--- config.mk ---
export PLATFORM = sky130hd
export DESIGN_NAME = mem_port_arbiter
export DESIGN_NICKNAME = d
export VERILOG_FILES = /design/src/rtl/mem_port_arbiter.sv
export SDC_FILE = /design/constraint.sdc
export NUM_CORES = 1
export LEC_CHECK = 0
export ABC_AREA = 1
export BUFFER_PORTS_ARGS = -buffer_cell sky130_fd_sc_hd__buf_2
export CAP_MARGIN = 20
export CORE_UTILIZATION = 40
export DETAILED_ROUTE_END_ITERATION = 10
export PLACE_DENSITY = 0.69
export SLEW_MARGIN = 20
export SYNTH_ARGS = -nofsm -noshare
export SYNTH_HDL_FRONTEND = slang
export SYNTH_SLANG_ARGS = --single-unit
--- constraint.sdc ---
create_clock -name clk -period 2.2 [get_ports clk]
set_clock_uncertainty 0.2 [all_clocks]
set_input_delay 0.44 -clock clk [delete_from_list [all_inputs] [get_ports clk]]
set_output_delay 0.44 -clock clk [all_outputs]
set_load 0.02 [all_outputs]
--- src/rtl/mem_port_arbiter.sv ---
// Arbiter sharing one single-ported multi-cycle memory between a fetch port and a data port.
// Optional macro ARB_RR_EN selects round-robin arbitration; otherwise the data port has fixed priority.
module mem_port_arbiter #(
  parameter int ADDR_W  = 8,
  parameter int DATA_W  = 32,
  parameter int MEM_LAT = 2
) (
  input  logic              clk,
  input  logic              reset,
  input  logic              if_req,
  input  logic [ADDR_W-1:0] if_addr,
  output logic [DATA_W-1:0] if_rdata,
  output logic              if_ack,
  input  logic              dm_rd,
  input  logic              dm_wr,
  input  logic [ADDR_W-1:0] dm_addr,
  input  logic [DATA_W-1:0] dm_wdata,
  output logic [DATA_W-1:0] dm_rdata,
  output logic              dm_ack,
  output logic              stall_if,
  output logic              stall_dm,
  output logic              ram_en,
  output logic              ram_we,
  output logic [ADDR_W-1:0] ram_addr,
  output logic [DATA_W-1:0] ram_wdata,
  input  logic [DATA_W-1:0] ram_rdata,
  output logic              busy
);

  typedef enum logic [1:0] {
    IDLE = 2'd0,
    ACC  = 2'd1,
    RESP = 2'd2
  } state_e;

  localparam logic [3:0] CNT_INIT = 4'(MEM_LAT - 1);

  state_e            state_q, state_d;
  logic [3:0]        cnt_q, cnt_d;
  logic              own_q, own_d;
  logic              we_q, we_d;
  logic [ADDR_W-1:0] addr_q, addr_d;
  logic [DATA_W-1:0] wdata_q, wdata_d;
  logic [DATA_W-1:0] if_rdata_q, if_rdata_d;
  logic [DATA_W-1:0] dm_rdata_q, dm_rdata_d;
  logic              dm_req;
  logic              grant_dm;

  assign dm_req = dm_rd | dm_wr;

`ifdef ARB_RR_EN
  logic last_q, last_d;
  // On contention the port that did not win the most recent grant goes first.
  assign grant_dm = dm_req & ~(if_req & last_q);
`else
  assign grant_dm = dm_req;
`endif

  always_comb begin
    // NOTE: every signal gets a default before the case so no path leaves it unassigned (no latches).
    state_d    = state_q;
    cnt_d      = cnt_q;
    own_d      = own_q;
    we_d       = we_q;
    addr_d     = addr_q;
    wdata_d    = wdata_q;
    if_rdata_d = if_rdata_q;
    dm_rdata_d = dm_rdata_q;
`ifdef ARB_RR_EN
    last_d     = last_q;
`endif
    case (state_q)
      IDLE: begin
        if (grant_dm) begin
          own_d   = 1'b1;
          addr_d  = dm_addr;
          wdata_d = dm_wdata;
          we_d    = dm_wr;
          cnt_d   = CNT_INIT;
          state_d = ACC;
`ifdef ARB_RR_EN
          last_d  = 1'b1;
`endif
        end else if (if_req) begin
          own_d   = 1'b0;
          addr_d  = if_addr;
          we_d    = 1'b0;
          cnt_d   = CNT_INIT;
          state_d = ACC;
`ifdef ARB_RR_EN
          last_d  = 1'b0;
`endif
        end
      end
      ACC: begin
        if (cnt_q == 4'd0) begin
          if (!we_q) begin
            if (own_q) dm_rdata_d = ram_rdata;
            else       if_rdata_d = ram_rdata;
          end
          state_d = RESP;
        end else begin
          cnt_d = cnt_q - 4'd1;
        end
      end
      RESP:    state_d = IDLE;
      default: state_d = IDLE;
    endcase
  end

  // NOTE: sequential state uses non-blocking assignments so all flops update together at the edge.
  always_ff @(posedge clk or negedge reset) begin
    if (!reset) begin
      state_q    <= IDLE;
      cnt_q      <= 4'd0;
      own_q      <= 1'b0;
      we_q       <= 1'b0;
      addr_q     <= '0;
      wdata_q    <= '0;
      if_rdata_q <= '0;
      dm_rdata_q <= '0;
`ifdef ARB_RR_EN
      last_q     <= 1'b1;
`endif
    end else begin
      state_q    <= state_d;
      cnt_q      <= cnt_d;
      own_q      <= own_d;
      we_q       <= we_d;
      addr_q     <= addr_d;
      wdata_q    <= wdata_d;
      if_rdata_q <= if_rdata_d;
      dm_rdata_q <= dm_rdata_d;
`ifdef ARB_RR_EN
      last_q     <= last_d;
`endif
    end
  end

  // Address and data come straight from registers, so they are stable throughout ACC.
  assign ram_en    = (state_q == ACC);
  assign ram_we    = (state_q == ACC) & we_q;
  assign ram_addr  = addr_q;
  assign ram_wdata = wdata_q;
  assign if_ack    = (state_q == RESP) & ~own_q;
  assign dm_ack    = (state_q == RESP) & own_q;
  assign if_rdata  = if_rdata_q;
  assign dm_rdata  = dm_rdata_q;
  assign busy      = (state_q != IDLE);
  assign stall_if  = if_req & ~if_ack;
  assign stall_dm  = dm_req & ~dm_ack;

endmodule

==> results of run 1 <==
cell type report:
type	count	area share, %
well taps	143	2.94
clock inverters	2	0.247
flip-flops and latches	112	46.1
inverters	14	0.865
clock buffers	13	4.28
multi-input cells	380	27.5
repair buffers	209	18.1
flip-flops by register name (all words and copies together), names as in the netlist:
register   flops
ram_wdata     32
own_q          1
we_q           1
ram_addr       8
if_rdata      32
dm_rdata      32
cnt_q          4
state_q        2
worst register-to-register path, stage by stage (launching register included):
cell and delay (ps):
dfrtp_1 400, inv_1 120, ha_1 180, nand2_2 80
inv_2 100, nand2_4 140, nor2_8 380, nand2_1 150
nand2_1 100
cell usage in the layout (no fill, tap or decap), types with 2 or more instances in the layout:
cell type and count:
buf_2 194, buf_4 13, clkbuf_1 2, clkbuf_16 9, clkbuf_8 2, clkinv_1 2, clkinvlp_4 2, dfrtp_1 112
ha_1 2, inv_1 10, inv_2 2, nand2_1 242, nand2_2 2, nand2_4 3, nand3_1 42, nor2_1 11
nor2_8 2, o21ai_0 55, o21ai_1 16
timing repair:
item	CTS	global route
hold endpoints to repair	27	0
buffers inserted	0	0
hold buffers	1	0
kinds of logic after synthesis:
family | after synthesis
simple gates | 305
flops | 112
compound gates | 72
buf+inv | 44
fa+ha+maj | 2
xor+xnor | 1
per-layer routing:
layer	GRT usage [%]	wire length (um)	up-vias
li1	-	-	2077
met1	26.8	5220	1985
met3	3.55	565	22
met2	34.8	6000	137
met5	0	0	-
met4	8.09	310	0
per-stage QoR:
step / std cells / util [%] / power (W) / hold slack [ps] / worst slack, ps
after floorplan: 536 / - / 0.00691 / -55.6 / 372
after global placement: 857 / 50.5 / 0.00840 / 197 / 417
after detailed placement: 857 / 50.5 / 0.00856 / 201 / 333
after CTS: 873 / 53.0 / 0.0101 / 106 / 150
after global routing: 873 / 53.0 / 0.0108 / 111 / 63.2
final: 873 / 53.0 / 0.00999 / 116 / 159
cell usage after synthesis, types with 3 or more instances:
library cell / n / share of area, %
o21ai_1: 16 / 1.7
buf_6: 10 / 2.4
nand3_1: 42 / 4.4
clkbuf_1: 7 / 0.56
o21ai_0: 55 / 5.8
nand2_1: 242 / 19
nand2_4: 3 / 0.71
inv_1: 10 / 0.79
nor2_1: 11 / 0.87
buf_2: 11 / 1.2
dfrtp_1: 112 / 59
worst paths after layout:
path                               start             to  slack (ps)  cells after the start
max in group asynchronous          reset   if_rdata[14]         790                      3
hold / removal              ram_rdata[8]    if_rdata[8]         120                      3
setup reg to reg                cnt_q[0]    dm_rdata[3]         300                      8
hold reg to reg            ram_wdata[28]  ram_wdata[28]         270                      2
setup / recovery              state_q[1]         ram_we         160                      4
min in group asynchronous          reset  ram_wdata[24]         370                      2
power by group through the flow:
stage	registers (W)	clock network, W	logic [W]
final	0.00364	0.00152	0.00483
after global routing	0.00376	0.00166	0.00536
after CTS	0.00364	0.00156	0.00490
after detailed placement	0.00367	0	0.00489
after global placement	0.00363	0	0.00477
after floorplan	0.00481	0	0.00210
==> results.md, run 1 <==
* Status: finished clean
* Fmax at roughly 500 MHz
* Total clock buffers created by CTS at 9
* Grt ovf at 0
* First-pass GRT wire length at 20.8 mm
* Vias in the first global route at 4246
* Main synth FF type: dfrtp_1
* Crit-path leading delay family: flip-flops
* # Max-Cap Violations at 0
* Post-synthesis cell type count at 23
* Area taken by multi-input logic gates at 1670 sq um
* Die Y-Extent at 111 um
* Pin count of the biggest net entering global routing at 47
* RSZ-0062 raised after global routing: no
* Residual DRC at 0
* CTS tree: done
* Flops & latches, synth at ~110
* Antenna Cells at 0
* Buf+Inv Stages, Crit Path at 2
* Mapped Area at 4730 sq um
* Post-Synth XOR/XNOR Area at 0.185%
* Minimum clock period at slightly above 2000 ps
* Final nets at 813
* Final wirelength at 12.1 mm
* Syn avg cell area at 8.82 sq um
* Setup TNS at 0 ps
* Cells resized by post-CTS repair at 0
* Post-synthesis compound-gate area fraction at under 10%
* Fin crit share at approximately 93%
* Port bufs at ~200
* Share of cells above drive strength 1 at 31.9%
* Initial antenna violation count at 0
* Final hold vios at 0
* Sw Share at a little under half
* H-tree depth at 3
* Row count at 39
* WP data required at 1560 ps
* Largest family of logic cells by synthesized area: simple AND/OR/NAND/NOR gates
* Die width at 111 um
* Crit. End Element: output port
* Root Buffer: clkbuf_16
* Max_slew headroom at between 60% and 70%
* Peak supply drop at between 0.7 and 0.8 mV
* Synth Area in Simple Gates at 26.9%
* FF+latch area at 2800 sq um
* Routed wire per std cell at between 10 and 15 um
* Post-DP Area at 5790 sq um
* CTS Sinks at between 100 and 150
* Ports at 196
* Clock slew seen by the registers of the worst setup and hold paths at 70 ps
* Startpoint Class: flip-flop
* DR vias/cell at 4.84
* Post-Syn Nets at 623
* Clk_lat worst skew at 340 ps
* Comb power frac at slightly below 50%
* Synth Instances at ~540
* Initial Util at approximately two fifths
* Post-synthesis mux area share at 0%
* Die area at approximately 12000 sq um
* Data arrival, critical path at 1400 ps
* Cell-internal power at 0.00539 W
* Pwr per Cell Area at 1640 nW/um^2
* Worst Tran Pin Value at ~460 ps
* Post-DRT Antenna Nets at 0
* WS Path Type: flip-flop to output port
* Hold Crit Class: input pin to flip-flop
* Seq/Total Area, Yosys at 59.3%
* Hpwl dp at 8.80 mm
* Largest buffer count on any clock path at 2
* Initial drt markers at 342
* Post-synthesis async set-or-reset flop share at 100%
* NetSw at 0.00460 W
* Ys Warns at 0
* Initial DRT Pass Iterations at 4
* GPL Wtd Cong at roughly 0.78
* Design Area, Final at 6080 sq um
* Clk pwr share at 15.2%
* Number of vias in the routed layout at between 4000 and 5000
* FILL cells at 1080
* Final setup violation count at 0
* Adder-cell share of the synthesized area at 0.530%
* Number of synthesized flops with an enable pin at 0
* Gr usage total at between 20% and 30%
* Area grow syn2layout at 28.6%
* CP Max Fanout at 5
* Slowest cell on crit path: dfrtp_1
* Reg power frac at 36.4%
* Number of max-slew violations in the final report at 0
* CP cell instances: nor2_4, inv_1, nor2_1, buf_2
* Leak at 3.36 nW
* Max stage delay on crit path at roughly 440 ps
* Floorplan core area at 11500 sq um
No activity file was read; power rests on OpenSTA's default activity.
==> run 2: changes to the inputs <==
Settings changed: CORE_ASPECT_RATIO set to 1.2.
==> run 2 against run 1 <==
Via count up 0.85%. Register-to-register slack better by 30 ps. First-iteration DRC count is 51% lower. Clock power is 7% higher. Global-route usage increased by 0.18 points. Largest cell class unchanged. Critical path type unchanged.
==> results.md, run 2 (synthesis results as in run 1) <==
* Status: finished clean
* Final wirelength at 12.5 mm (+2.9%)
* Post-Layout Cell Count at 887 (+1.6%)
* Final core utilization at 53.1% (+0.10 points)
* Leak at 3.37 nW (+0.35%)
* Hpwl dp at 8.93 mm (+1.4%)
* Max_slew headroom at 69.7% (+0.50 points)
* Fmax at 486 MHz (-0.90%)
* Die area at 12300 sq um (about the same)
* Hold WS at 112 ps (-4.29 ps)
* Max stage delay on crit path at 440 ps (about the same)
* Most common cell after layout, fill and taps aside: nand2_1
* CP cell instances: nor2_2, inv_1, buf_2
* Pre-CTS WS at 338 ps (+5.10 ps)
* Post-DRT Antenna Nets at 0 (unchanged)
* Final nets at 812 (-0.12%)
* Hold Crit Class: input pin to flip-flop
* Minimum clock period at 2060 ps (+18.6 ps)
* RSZ-0062 raised after global routing: no
* Number of max-slew violations in the final report at 0 (unchanged)
* Initial drt markers at 166 (-51%)
* Most frequent cells in the layout: nand2_1 (242), buf_2 (194), dfrtp_1 (112), o21ai_0 (55), nand3_1 (42)
* Total clock buffers created by CTS at 9 (unchanged)
* Largest buffer count on any clock path at 2 (unchanged)
* First-pass GRT wire length at 20.1 mm (-3.6%)
* Met2 usage at 35.0% (+0.17 points)
* Pwr per Cell Area at 1660 nW/um^2 (+0.71%)
* Antenna Cells at 0 (unchanged)
* Crit-path leading delay family: flip-flops
* Final hold vios at 0 (unchanged)
* Final setup violation count at 0 (unchanged)
* Port bufs at 195 (unchanged)
* Share of cells above drive strength 1 at 31.9% (unchanged)
* # Max-Cap Violations at 0 (unchanged)
* Cells resized by post-CTS repair at 0 (unchanged)
* Buf+Inv Stages, Crit Path at 2 (unchanged)
* Slowest cell on crit path: dfrtp_1
* Die width at 101 um (-8.6%)
* Initial Util at 41.0% (-0.17 points)
* Die Y-Extent at 121 um (+9.4%)
* DR vias/cell at 4.80 (-0.74%)
* CTS Sinks at 112 (unchanged)
* Initial DRT Pass Iterations at 4 (unchanged)
* Worst Tran Pin Value at 454 ps (-7.50 ps)
* Floorplan core area at 11500 sq um (+0.40%)
* H-tree depth at 3 (unchanged)
* Row count at 43 (+10%)
* Grt ovf at 0 (unchanged)
* Gr busiest metal: met2
* Crit. End Element: output port
* Residual DRC at 0 (unchanged)
* Fin crit share at 93.6% (+0.84 points)
* Number of vias in the routed layout at 4257 (+0.85%)
* Vias in the first global route at 4091 (-3.7%)
* CP Max Fanout at 11 (+6)
* Post-CTS Setup Bufs at 0 (unchanged)
* Peak supply drop at 0.652 mV (-9.9%)
* Setup TNS at 0 ps (unchanged)
* Final setup margin at 140 ps (-18.6 ps)
* Data arrival, critical path at 1420 ps (+20 ps)
* WS Path Type: flip-flop to output port
* GPL Wtd Cong at 0.815 (+4.2%)
* Startpoint Class: flip-flop
* Area grow syn2layout at 29.3%
* FILL cells at 1122 (+3.9%)
* CTS tree: done
* Gr usage total at 20.9% (+0.18 points)
* Placed cells at 870 (+1.5%)
* Initial antenna violation count at 0 (unchanged)
* Clock slew seen by the registers of the worst setup and hold paths at 70 ps (about the same)
* Pin count of the biggest net entering global routing at 49 (+4.3%)
* Ports at 196 (unchanged)
* Routed wire per std cell at 14.0 um (+1.3%)
* Root Buffer: clkbuf_16
* GRT met3 Usage at 3.00% (-0.56 points)
* WP data required at 1560 ps (about the same)
* Clk_lat worst skew at 340 ps (about the same)
* GR met1 Demand/Resource at 26.5% (-0.30 points)
run 2: path summary, 6_finish.rpt:
path                               start  slack [ps]  depth (start not counted)             to
max in group asynchronous          reset         790                          3  ram_wdata[13]
max reg2reg                     cnt_q[0]         330                          8    if_rdata[6]
min                        ram_rdata[17]         110                          3   if_rdata[17]
max                           state_q[1]         140                          3           busy
min in group asynchronous          reset         390                          2   ram_wdata[4]
min reg2reg                 ram_wdata[1]         270                          2   ram_wdata[1]
run 2: per-stage QoR:
step | cell area, sq um | total power [W]
after floorplan | 4730 | 0.00691
after global placement | 5810 | 0.00842
after detailed placement | 5810 | 0.00856
after CTS | 6110 | 0.0102
after global routing | 6110 | 0.0108
final | 6110 | 0.0101
run 2: tightest hold or removal path, cell delays in order:
cell,delay [ps]
buf_2,90
nand2_1,50
nand2_1,50
run 2: report_power, final:
part | internal, W | leakage (nW) | total [W] | switching (W)
sequential | 0.00310 | 1.36 | 0.00364 | 0.000540
combinational | 0.00147 | 1.87 | 0.00486 | 0.00340
clock | 0.000886 | 0.140 | 0.00162 | 0.000739
total | 0.00545 | 3.37 | 0.0101 | 0.00467
run 2: cell type report:
| type | instances | area [sq um] | area share, % |
|---|---|---|---|
| clock buffer | 11 | 233 | 3.81 |
| clock inverter | 5 | 56.3 | 0.921 |
| inverter | 14 | 52.6 | 0.860 |
| multi-input combinational | 380 | 1670 | 27.3 |
| sequential | 112 | 2800 | 45.9 |
| tap | 157 | 196 | 3.21 |
| timing repair buffer | 208 | 1100 | 18.1 |
run 2: timing repair:
item	in CTS	in global routing
endpoints found under the hold margin	28	0
hold buffers	1	0
setup endpoints to repair	0	0
run 2: metal layers:
metal	routed length, um	up-vias
met2	6060	143
met5	0	-
li1	-	2082
met1	5440	2000
met3	593	32
met4	367	0
==> run 3: changes to the inputs <==
Settings changed: CELL_PAD_IN_SITES_DETAIL_PLACEMENT set to 0, CELL_PAD_IN_SITES_GLOBAL_PLACEMENT set to 1, CORE_UTILIZATION 40 to 34, PLACE_DENSITY 0.69 to not set, PLACE_DENSITY_LB_ADDON set to 0.1.
Clock period 2.2 ns to 2.21 ns, I/O delays scaled along.
==> run 3 against run 2 <==
Cell count grew 1.1%. Global-route usage down 2.5 points. Combinational power hardly changed. Non-clock buffer count is 1 lower. Die area grew 17%. First-iteration DRC count is 66% higher. Clock power rose by 20%. Routed wire length is 2.0% higher. Worst hold slack got worse by 11 ps. Utilization is 6.9 points lower. Worst setup slack better by 30 ps. Critical path type unchanged. Highest routed layer unchanged.
==> results.md, run 3 (synthesis results as in run 1) <==
* Minimum clock period at 2040 ps
* FILL cells at 1368 (+22%)
* Grt ovf at 0 (unchanged)
* First-pass GRT wire length at 20.6 mm (+2.8%)
* Number of max-slew violations in the final report at 0 (unchanged)
* Final setup violation count at 0 (unchanged)
* Initial drt markers at 275 (+66%)
* Max_slew headroom at 67.3% (-2.5 points)
* Pin count of the biggest net entering global routing at 45 (-8.2%)
* Final nets at 811 (-0.12%)
* Setup TNS at 0 ps (unchanged)
* Gr usage total at 18.5% (-2.5 points)
* Die width at 110 um (+8.3%)
* Port bufs at 195 (unchanged)
* Root Buffer: clkbuf_16
* Setup crit start: state_q[1]
* Die area at 14400 sq um (+17%)
* Post-DRT Antenna Nets at 0 (unchanged)
* Worst Tran Pin Value at 491 ps (+36.9 ps)
* Pwr per Cell Area at 1670 nW/um^2 (+1.0%)
* Hold Crit Class: input pin to flip-flop
* Total length of routed met3 wires at 910 um (+53%)
* Crit. End Element: output port
* Max stage delay on crit path at 430 ps (about the same)
* R2R Path End: dm_rdata[25]
* Startpoint Class: flip-flop
* Number of vias in the routed layout at 4148 (-2.6%)
* # Max-Cap Violations at 0 (unchanged)
* Fmax at 490 MHz
* Total clock buffers created by CTS at 9 (unchanged)
* Clock slew seen by the registers of the worst setup and hold paths at 70 ps (about the same)
* Placed cells at 880 (+1.1%)
* CTS Sinks at 112 (unchanged)
* Vias in the first global route at 3955 (-3.3%)
* Status: finished clean
* Area grow syn2layout at 31.1%
* CTS tree: done
* Row count at 46 (+7.0%)
* DR top layer: met4
* Leak at 3.40 nW (+1.0%)
* WP data required at 1570 ps (about the same)
* Ports at 196 (unchanged)
* H-tree depth at 3 (unchanged)
* Cells resized by post-CTS repair at 0 (unchanged)
* Post-Layout Cell Count at 897 (+1.1%)
* Die Y-Extent at 131 um (+8.3%)
* Fin crit share at roughly 90%
* DR vias/cell at 4.62 (-3.6%)
* Clk_lat worst skew at 350 ps (about the same)
* Peak supply drop at 0.609 mV (-6.7%)
* Data arrival, critical path at 1400 ps (-20 ps)
* Residual DRC at 0 (unchanged)
* Met2 WL post-DR at 6.05 mm (-0.21%)
* Crit path to: ram_we
* Floorplan core area at 13400 sq um (+16%)
* Share of cells above drive strength 1 at 32.1% (+0.18 points)
* Initial Util at 35.2% (-5.8 points)
* Slowest cell on crit path: dfrtp_1
* Wire length on met1 at 5.57 mm (+2.5%)
* Routed wire per std cell at 14.2 um (+0.82%)
* Largest buffer count on any clock path at 2 (unchanged)
* Final wirelength at 12.7 mm (+2.0%)
* Most frequent cells in the layout: nand2_1 (242), buf_2 (194), dfrtp_1 (112), o21ai_0 (55), nand3_1 (42)
* RSZ-0062 raised after global routing: no
* Initial antenna violation count at 0 (unchanged)
* WS Path Type: flip-flop to output port
* Final hold vios at 0 (unchanged)
* Initial DRT Pass Iterations at 4 (unchanged)
* Worst reg2reg setup slack at 300 ps (-30 ps)
* CP cell instances: nor2_4, inv_1, nor2_1, buf_2
* Worst r2r path cells at 8 (unchanged)
* R2R Path Start: cnt_q[0]
* Antenna Cells at 0 (unchanged)
* Most common cell after layout, fill and taps aside: nand2_1
* GPL Wtd Cong at 0.760 (-6.7%)
* Hpwl dp at 8.88 mm (-0.56%)
* CP Max Fanout at 5 (-6)
==> run 3: cell count changes in the layout (fill, tap and decap cells not counted) <==
cell,previous run,this run
buf_4,11,10
clkinvlp_4,1,0
clkinv_4,0,1
clkbuf_1,2,0
bufinv_16,1,3
clkbuf_8,0,3
clkinv_2,2,0
inv_6,1,0
==> run 3: per-stage QoR <==
step / cell area, sq um / util, % / setup WS (ps) / hold slack, ps / power [W]
2_1_floorplan: 4730 / - / 378 / -53.6 / 0.00687
3_3_place_gp: 5820 / 43.4 / 321 / 203 / 0.00846
3_5_place_dp: 5820 / 43.4 / 289 / 208 / 0.00854
4_1_cts: 6190 / 46.2 / 134 / 86.4 / 0.0105
5_1_grt: 6190 / 46.2 / 37.9 / 95.9 / 0.0112
6_report: 6190 / 46.2 / 170 / 100 / 0.0104
==> run 3: how the worst min path moves through the flow <==
stage / slack, ps / cells after the start / to / startpoint
after floorplan: -50 / 0 / cnt_q[0] / reset
after global placement: 200 / 1 / ram_wdata[29] / reset
after detailed placement: 210 / 1 / ram_wdata[29] / reset
after CTS: 90 / 3 / dm_rdata[24] / ram_rdata[24]
after global routing: 100 / 3 / if_rdata[17] / ram_rdata[17]
final: 100 / 3 / if_rdata[17] / ram_rdata[17]
==> run 3: timing repair <==
| action | 4_1_cts | 5_1_grt |
|---|---|---|
| hold buffers | 1 | 0 |
| hold endpoints to repair | 26 | 0 |
| buffers inserted | 0 | 0 |
==> run 3: per-layer routing <==
layer	global-route usage (%)	vias to the layer above
met4	6.15	0
met1	23.8	1925
met5	0	-
met3	5.26	13
li1	-	2082
met2	29.5	128
==> run 3: critical path: cells and delay by family (launching register included) <==
| kind | cells | cell delay, ps |
|---|---|---|
| DFF | 1 | 430 |
| buffers and inverters | 2 | 310 |
| and+or+nand+nor | 2 | 310 |
==> run 3: area by class of cell <==
type	count	area, sq um	area share, %
clock inverters	4	98.8	1.60
multi-input cells	380	1670	26.9
flip-flops and latches	112	2800	45.2
clock buffers	12	267	4.30
well taps	168	210	3.39
inverters	14	52.6	0.848
repair buffers	207	1100	17.7
==> run 3: power breakdown <==
group / switching [W] / internal (W)
Clock: 0.000747 / 0.00120
Sequential: 0.000504 / 0.00308
Combinational: 0.00337 / 0.00146
Total: 0.00462 / 0.00574
